$ cat src/rtl/dmem_arbiter_if.sv
// dmem_arbiter_if -- bundle of every signal between the data-memory arbiter,
// its two requesters (core load/store path, debug/loader) and the memory.
//
// Handshake: a requester raises *_req together with *_we/*_addr/*_wdata and
// keeps all four stable until it sees *_gnt high in the same cycle; that cycle
// is the transfer. A read transfer is answered one cycle later by a single-
// cycle *_rvalid pulse with the word on the shared rdata bus. Writes produce
// no response. The memory side has no back-pressure: mem_wr/mem_rd are
// one-cycle commands and mem_rdata is valid in the cycle mem_rd is high.
//
// Modports:
//   slave  -- arbiter view (requests, halted and mem_rdata in; grants,
//             responses and memory command out)
//   master -- environment view (requesters plus memory)
interface dmem_arbiter_if #(
  parameter int DATA_W = 32,
  parameter int ADDR_W = 9
);
  logic              halted;

  logic              core_req;
  logic              core_we;
  logic [ADDR_W-1:0] core_addr;
  logic [DATA_W-1:0] core_wdata;
  logic              core_gnt;
  logic              core_stall;
  logic              core_rvalid;

  logic              dbg_req;
  logic              dbg_we;
  logic [ADDR_W-1:0] dbg_addr;
  logic [DATA_W-1:0] dbg_wdata;
  logic              dbg_gnt;
  logic              dbg_rvalid;

  logic [DATA_W-1:0] rdata;

  logic              mem_wr;
  logic              mem_rd;
  logic [ADDR_W-1:0] mem_addr;
  logic [DATA_W-1:0] mem_wdata;
  logic [DATA_W-1:0] mem_rdata;

  modport slave (
    input  halted,
    input  core_req, core_we, core_addr, core_wdata,
    output core_gnt, core_stall, core_rvalid,
    input  dbg_req, dbg_we, dbg_addr, dbg_wdata,
    output dbg_gnt, dbg_rvalid,
    output rdata,
    output mem_wr, mem_rd, mem_addr, mem_wdata,
    input  mem_rdata
  );

  modport master (
    output halted,
    output core_req, core_we, core_addr, core_wdata,
    input  core_gnt, core_stall, core_rvalid,
    output dbg_req, dbg_we, dbg_addr, dbg_wdata,
    input  dbg_gnt, dbg_rvalid,
    input  rdata,
    input  mem_wr, mem_rd, mem_addr, mem_wdata,
    output mem_rdata
  );
endinterface

$ cat src/rtl/dmem_arbiter.sv
// dmem_arbiter -- shares the single data-memory port between the core
// load/store path and the debug/loader requester.
//
// Priority (highest first): reset (nothing granted), debug while the core is
// halted, debug when its starvation counter has reached MAX_WAIT, core, debug.
// A forced debug grant covers exactly one access; the counter then clears.
// Read data returns one cycle after the grant on the shared rdata register
// with a one-cycle rvalid pulse to whichever requester owned the read.
//
// Ports:
//   clk, reset     system clock, synchronous active-high reset
//   bus            dmem_arbiter_if.slave (requests, grants, responses, memory)
//   arb_wait_cnt   current debug starvation count (observability)
//   stat_core_stalls, stat_dbg_grants
//                  16-bit saturating event counters, present only when the
//                  macro DMEM_ARB_STATS_EN is defined
module dmem_arbiter #(
  parameter int DATA_W   = 32,
  parameter int ADDR_W   = 9,
  parameter int MAX_WAIT = 4
) (
  input  logic         clk,
  input  logic         reset,
  dmem_arbiter_if.slave bus,
  output logic [3:0]   arb_wait_cnt
`ifdef DMEM_ARB_STATS_EN
  ,
  output logic [15:0]  stat_core_stalls,
  output logic [15:0]  stat_dbg_grants
`endif
);

  localparam logic [3:0] MAX_WAIT_C = 4'(MAX_WAIT);

  logic [3:0]        wait_cnt;
  logic              force_dbg;
  logic              core_win;
  logic              dbg_win;
  logic              rd_pend;
  logic              rd_owner;   // 0 = core, 1 = debug
  logic [DATA_W-1:0] rdata_q;

  assign force_dbg = (wait_cnt == MAX_WAIT_C);

  always_comb begin
    core_win = 1'b0;
    dbg_win  = 1'b0;
    if (!reset) begin
      if (bus.dbg_req && (bus.halted || force_dbg)) begin
        dbg_win = 1'b1;
      end else if (bus.core_req) begin
        core_win = 1'b1;
      end else if (bus.dbg_req) begin
        dbg_win = 1'b1;
      end
    end
  end

  // Only the winner reaches the memory; an idle port drives zeros.
  always_comb begin
    bus.mem_wr    = 1'b0;
    bus.mem_rd    = 1'b0;
    bus.mem_addr  = {ADDR_W{1'b0}};
    bus.mem_wdata = {DATA_W{1'b0}};
    if (core_win) begin
      bus.mem_wr    = bus.core_we;
      bus.mem_rd    = ~bus.core_we;
      bus.mem_addr  = bus.core_addr;
      bus.mem_wdata = bus.core_wdata;
    end else if (dbg_win) begin
      bus.mem_wr    = bus.dbg_we;
      bus.mem_rd    = ~bus.dbg_we;
      bus.mem_addr  = bus.dbg_addr;
      bus.mem_wdata = bus.dbg_wdata;
    end
  end

  assign bus.core_gnt   = core_win;
  assign bus.dbg_gnt    = dbg_win;
  assign bus.core_stall = bus.core_req & ~core_win;

  // rvalid is masked by reset so a read granted just before reset is
  // never reported, even in the reset cycle itself.
  assign bus.core_rvalid = rd_pend & ~rd_owner & ~reset;
  assign bus.dbg_rvalid  = rd_pend &  rd_owner & ~reset;
  assign bus.rdata       = rdata_q;
  assign arb_wait_cnt    = wait_cnt;

  always_ff @(posedge clk) begin
    if (reset) begin
      wait_cnt <= 4'd0;
      rd_pend  <= 1'b0;
      rd_owner <= 1'b0;
      rdata_q  <= {DATA_W{1'b0}};
    end else begin
      // A granted debug access (forced or not) or an idle debug port clears.
      if (bus.dbg_req && !dbg_win) begin
        wait_cnt <= wait_cnt + 4'd1;
      end else begin
        wait_cnt <= 4'd0;
      end
      rd_pend  <= bus.mem_rd;
      rd_owner <= dbg_win;
      if (bus.mem_rd) begin
        rdata_q <= bus.mem_rdata;
      end
    end
  end

`ifdef DMEM_ARB_STATS_EN
  always_ff @(posedge clk) begin
    if (reset) begin
      stat_core_stalls <= 16'd0;
      stat_dbg_grants  <= 16'd0;
    end else begin
      if (bus.core_stall && (stat_core_stalls != 16'hFFFF)) begin
        stat_core_stalls <= stat_core_stalls + 16'd1;
      end
      if (dbg_win && (stat_dbg_grants != 16'hFFFF)) begin
        stat_dbg_grants <= stat_dbg_grants + 16'd1;
      end
    end
  end
`endif

endmodule
$ cat src/flat_wrapper.sv
// flat-port wrapper written by rule: the top's interface ports become plain ports
module dmem_arbiter_flat 
#(
  parameter int DATA_W   = 32,
  parameter int ADDR_W   = 9,
  parameter int MAX_WAIT = 4
)
  (clk, reset, arb_wait_cnt, bus_halted, bus_core_req, bus_core_we, bus_core_addr, bus_core_wdata, bus_core_gnt, bus_core_stall, bus_core_rvalid, bus_dbg_req, bus_dbg_we, bus_dbg_addr, bus_dbg_wdata, bus_dbg_gnt, bus_dbg_rvalid, bus_rdata, bus_mem_wr, bus_mem_rd, bus_mem_addr, bus_mem_wdata, bus_mem_rdata);
  dmem_arbiter_if #(.DATA_W(DATA_W), .ADDR_W(ADDR_W)) bus_i ();
  input  logic clk;
  input  logic reset;
  output logic [3:0] arb_wait_cnt;
  input wire logic [$bits(bus_i.halted)-1:0] bus_halted;
  input wire logic [$bits(bus_i.core_req)-1:0] bus_core_req;
  input wire logic [$bits(bus_i.core_we)-1:0] bus_core_we;
  input wire logic [$bits(bus_i.core_addr)-1:0] bus_core_addr;
  input wire logic [$bits(bus_i.core_wdata)-1:0] bus_core_wdata;
  output wire logic [$bits(bus_i.core_gnt)-1:0] bus_core_gnt;
  output wire logic [$bits(bus_i.core_stall)-1:0] bus_core_stall;
  output wire logic [$bits(bus_i.core_rvalid)-1:0] bus_core_rvalid;
  input wire logic [$bits(bus_i.dbg_req)-1:0] bus_dbg_req;
  input wire logic [$bits(bus_i.dbg_we)-1:0] bus_dbg_we;
  input wire logic [$bits(bus_i.dbg_addr)-1:0] bus_dbg_addr;
  input wire logic [$bits(bus_i.dbg_wdata)-1:0] bus_dbg_wdata;
  output wire logic [$bits(bus_i.dbg_gnt)-1:0] bus_dbg_gnt;
  output wire logic [$bits(bus_i.dbg_rvalid)-1:0] bus_dbg_rvalid;
  output wire logic [$bits(bus_i.rdata)-1:0] bus_rdata;
  output wire logic [$bits(bus_i.mem_wr)-1:0] bus_mem_wr;
  output wire logic [$bits(bus_i.mem_rd)-1:0] bus_mem_rd;
  output wire logic [$bits(bus_i.mem_addr)-1:0] bus_mem_addr;
  output wire logic [$bits(bus_i.mem_wdata)-1:0] bus_mem_wdata;
  input wire logic [$bits(bus_i.mem_rdata)-1:0] bus_mem_rdata;
  assign bus_i.halted = bus_halted;
  assign bus_i.core_req = bus_core_req;
  assign bus_i.core_we = bus_core_we;
  assign bus_i.core_addr = bus_core_addr;
  assign bus_i.core_wdata = bus_core_wdata;
  assign bus_core_gnt = bus_i.core_gnt;
  assign bus_core_stall = bus_i.core_stall;
  assign bus_core_rvalid = bus_i.core_rvalid;
  assign bus_i.dbg_req = bus_dbg_req;
  assign bus_i.dbg_we = bus_dbg_we;
  assign bus_i.dbg_addr = bus_dbg_addr;
  assign bus_i.dbg_wdata = bus_dbg_wdata;
  assign bus_dbg_gnt = bus_i.dbg_gnt;
  assign bus_dbg_rvalid = bus_i.dbg_rvalid;
  assign bus_rdata = bus_i.rdata;
  assign bus_mem_wr = bus_i.mem_wr;
  assign bus_mem_rd = bus_i.mem_rd;
  assign bus_mem_addr = bus_i.mem_addr;
  assign bus_mem_wdata = bus_i.mem_wdata;
  assign bus_i.mem_rdata = bus_mem_rdata;
  dmem_arbiter #(.DATA_W(DATA_W), .ADDR_W(ADDR_W), .MAX_WAIT(MAX_WAIT)) u_core (.clk(clk), .reset(reset), .bus(bus_i), .arb_wait_cnt(arb_wait_cnt));
endmodule
$ cat config.mk
export PLATFORM = sky130hd
export DESIGN_NAME = dmem_arbiter_flat
export DESIGN_NICKNAME = d
export VERILOG_FILES = /design/src/rtl/dmem_arbiter_if.sv /design/src/rtl/dmem_arbiter.sv /design/src/flat_wrapper.sv
export SDC_FILE = /design/constraint.sdc
export NUM_CORES = 1
export LEC_CHECK = 0
export BUFFER_PORTS_ARGS = -buffer_cell sky130_fd_sc_hd__buf_2
export CORE_MARGIN = 10
export CORE_UTILIZATION = 34
export CTS_CLUSTER_DIAMETER = 50
export DETAILED_ROUTE_END_ITERATION = 16
export GPL_TIMING_DRIVEN = 0
export PLACE_DENSITY = 0.76
export SLEW_MARGIN = 30
export SYNTH_ARGS = -nofsm -noshare
export SYNTH_HDL_FRONTEND = slang
export SYNTH_SLANG_ARGS = --single-unit
$ cat constraint.sdc
create_clock -name clk -period 2.3 [get_ports clk]
set_clock_uncertainty 0.1 [all_clocks]
set_input_delay 0.69 -clock clk [delete_from_list [all_inputs] [get_ports clk]]
set_output_delay 0.69 -clock clk [all_outputs]
set_load 0.01 [all_outputs]
==> metrics.csv <==
stage,metric,value,unit
outcome,status,"complete, but fails checks",
outcome,violations,negative setup slack,
die,die_w,102,um
power,p_leak,0.00201,uW
clock_tree,clk_latency,290,ps
placement,place_inst,554,
setup_path,crit_required,1510,ps
timing,relSlewSlack,78.6,%
global_routing,use_met3,7.62,%
global_routing,grt_pass1_vias,2930,
clock_tree,cts_max_level,2,
placement,dpl_cell_area,3450,um2
global_routing,grt_pass1_wl,14.5,mm
logic_synthesis,synth_area_per_cell,8.30,um2
logic_synthesis,syn_inst,274,
placement,gp_congestion,0.871,
setup_path,timing.rr.start,u_core.arb_wait_cnt[1],
die,die_area,10400,um2
routing,num_vias,2738,
clock_tree,cts_root_buf,clkbuf_8,
routing,wl,9.67,mm
setup_path,critPathKind,register to primary output,
clock_tree,cts_buffers,5,
setup_path,cp-start-kind,register,
final_layout,final_nets,615,
global_routing,overflow,0,
die,coreArea,6420,um2
routing,ant_nets,0,
timing,final.setup.tns,-15020,ps
setup_path,end_kind,primary output,
placement,dp_hpwl,7.89,mm
worst_hold_path,min-delay-start,u_core.bus.rdata[15],
timing,rsz0062_at_grt,yes,
final_layout,syn2layout_area_growth,75.2,%
timing,period_share,116,%
setup_path,r2r_end,u_core.bus.rdata[7],
power,ir_drop,0.236,mV
global_routing,grt_use_total,17.3,%
setup_path,startpoint,u_core.arb_wait_cnt[1],
worst_hold_path,hold_end,u_core.bus.rdata[15],
die,rows,29,
global_routing,met1_usage,17.6,%
logic_synthesis,synth_cell_type_count,24,
timing,setup_violations,46,
clock_tree,cts.sinks,38,
final_layout,stdcell_count,570,
final_layout,drive_above_1_share,58.6,%
global_routing,antenna_found_initial,0,
logic_synthesis,syn-num-nets,397,
timing,hold_ws,374,ps
die,start_util,35.4,%
worst_hold_path,hold_path.class,register to register,
routing,detail_route.wl_per_cell,17.0,um
routing,drtIter0Drc,48,
timing,drv_slew,0,
power,power_density,509,nW/um2
setup_path,crit_chain,"inv_2, ha_4, nand2_2, o311a_1, buf_6, clkbuf_8, a22oi_2, nor2_1, buf_2",
die,dieHeight,102,um
job,maxCapViolations,0,
logic_synthesis,synthesis.area,2270,um2
timing,hold_viol,0,
setup_path,crit_arrival,1880,ps
global_routing,grt_use_met2,31.0,%
setup_path,r2r_cells,9,
global_routing,grt_max_degree,13,
final_layout,fin_util,62.1,%
final_layout,n_antenna_cell,0,
routing,viasPerCell,4.80,
clock_tree,hold_buffers,0,
timing,period_needed,2670,ps
logic_synthesis,ys_seq_area_share,33.4,%
placement,numPortBuffers,203,
logic_synthesis,ys_seq_elements,38,
worst_hold_path,hold_path_depth,2,
clock_tree,clockBufferDepth,2,
routing,firstDrtPassIters,4,
final_layout,final_cell_area,3990,um2
routing,drc_errors,0,
setup_path,r2r_setup_slack,330,ps
timing,worstMarginPinSlew,321,ps
setup_path,cp_slowest_cell,dfxtp_2,
timing,setup_ws,-373,ps
setup_path,crit_fanout,10,
die,ios,205,
logic_synthesis,yosys_warnings,0,
global_routing,grt_busiest_layer,met2,
clock_tree,clk_pin_slew,80,ps
timing,fmax,374,MHz
clock_tree,cts_tree,yes,
setup_path,cp_slowest_stage_delay,330,ps
-- how the worst max path moves through the flow --
stage                                   end  slack, ps  cells past startpoint
after floorplan                  bus_mem_rd        -70                      6
after global placement      bus_mem_addr[5]       -550                      5
after detailed placement    bus_mem_addr[5]       -530                      5
after CTS                        bus_mem_rd       -400                      9
after global routing      bus_mem_wdata[27]       -460                      9
final                     bus_mem_wdata[20]       -370                      9
-- registers in the layout, indices dropped and copies added, names as in the netlist --
name and count:
u_core.bus.rdata 32, u_core.arb_wait_cnt 4, u_core.rd_owner 1, u_core.rd_pend 1
-- power by group --
part	internal [uW]	switching (uW)	leakage, uW
clock network	463	246	0.0000714
logic	310	291	0.00163
registers	700	20.8	0.000313
total	1470	558	0.00201
-- stage by stage --
step                      total power, uW  setup slack (ps)
after CTS                            2030              -396
after floorplan                      1010             -72.1
after detailed placement             1260              -529
after global placement               1250              -548
final                                2030              -373
after global routing                 2130              -464
-- cell type report --
| cell class | count | area [um2] |
|---|---|---|
| Fill cell | 556 | 2440 |
| Multi-Input combinational cell | 205 | 1610 |
| Timing Repair Buffer | 212 | 1110 |
| Sequential cell | 38 | 763 |
| Buffer | 24 | 229 |
| Tap cell | 77 | 96.3 |
| Clock buffer | 6 | 82.6 |
| Clock inverter | 2 | 60.1 |
| Inverter | 6 | 35.0 |
-- placed cells by master, fill, tap and decap left out, types with 2 or more instances in the layout --
master,n
dfxtp_1,36
buf_8,2
a22oi_1,5
clkbuf_1,5
mux2i_1,32
clkbuf_2,6
dfxtp_2,2
nor2_1,46
nor2b_1,2
bufinv_16,2
a22oi_2,37
buf_2,200
inv_1,3
clkbuf_8,11
inv_2,2
buf_6,8
nand2b_1,64
buf_4,7
nor2b_4,2
-- worst max-delay path, delay by kind of cell (launching register included) --
kind | cells | cell delay (ps)
buffers and inverters | 4 | 520
AO/OA/AOI/OAI | 2 | 490
flip-flops | 1 | 330
adder cells (fa/ha/maj) | 1 | 140
AND/OR/NAND/NOR | 2 | 110
-- cells in the mapped netlist --
cell type / number / area (um2)
a211oi_1: 2 / 15.0
a21oi_1: 1 / 5.00
a22o_1: 1 / 8.76
a22oi_1: 42 / 315
and3b_1: 1 / 8.76
buf_2: 1 / 5.00
buf_6: 4 / 45.0
clkbuf_1: 20 / 75.1
dfxtp_1: 38 / 761
ha_1: 2 / 25.0
inv_1: 5 / 18.8
inv_2: 1 / 3.75
mux2i_1: 32 / 320
nand2_1: 2 / 7.51
nand2b_1: 64 / 400
nand3_1: 1 / 5.00
nand3b_1: 1 / 7.51
nand4b_1: 1 / 8.76
nor2_1: 46 / 173
nor2b_1: 5 / 31.3
nor3b_1: 1 / 7.51
o311a_1: 1 / 10.0
xnor2_1: 1 / 8.76
xor2_1: 1 / 8.76
-- metal layers --
metal,vias up,routed length (um)
met1,1213,3540
li1,1368,-
met2,139,4820
met3,18,1100
met4,0,204
met5,-,0
-- what timing repair did --
item,4_1_cts,5_1_grt
gates resized for setup,55,19
gates cloned,1,0
setup endpoints to repair,48,48
hold endpoints to repair,0,0
setup buffers,6,2
pin swaps,11,7
-- cell families (layout without fill, tap and decap cells) --
| logic type | after synthesis | count (layout) | synth area share (%) |
|---|---|---|---|
| AOI/OAI and AO/OA | 47 | 47 | 15.6 |
| adders and majority gates | 2 | 2 | 1.10 |
| DFF | 38 | 38 | 33.4 |
| buffers and inverters | 31 | 250 | 6.49 |
| muxes | 32 | 32 | 14.1 |
| and+or+nand+nor | 122 | 122 | 28.5 |
| xor gates and xnor gates | 2 | 2 | 0.770 |
Note: power is estimated with default switching activity, not from simulation.
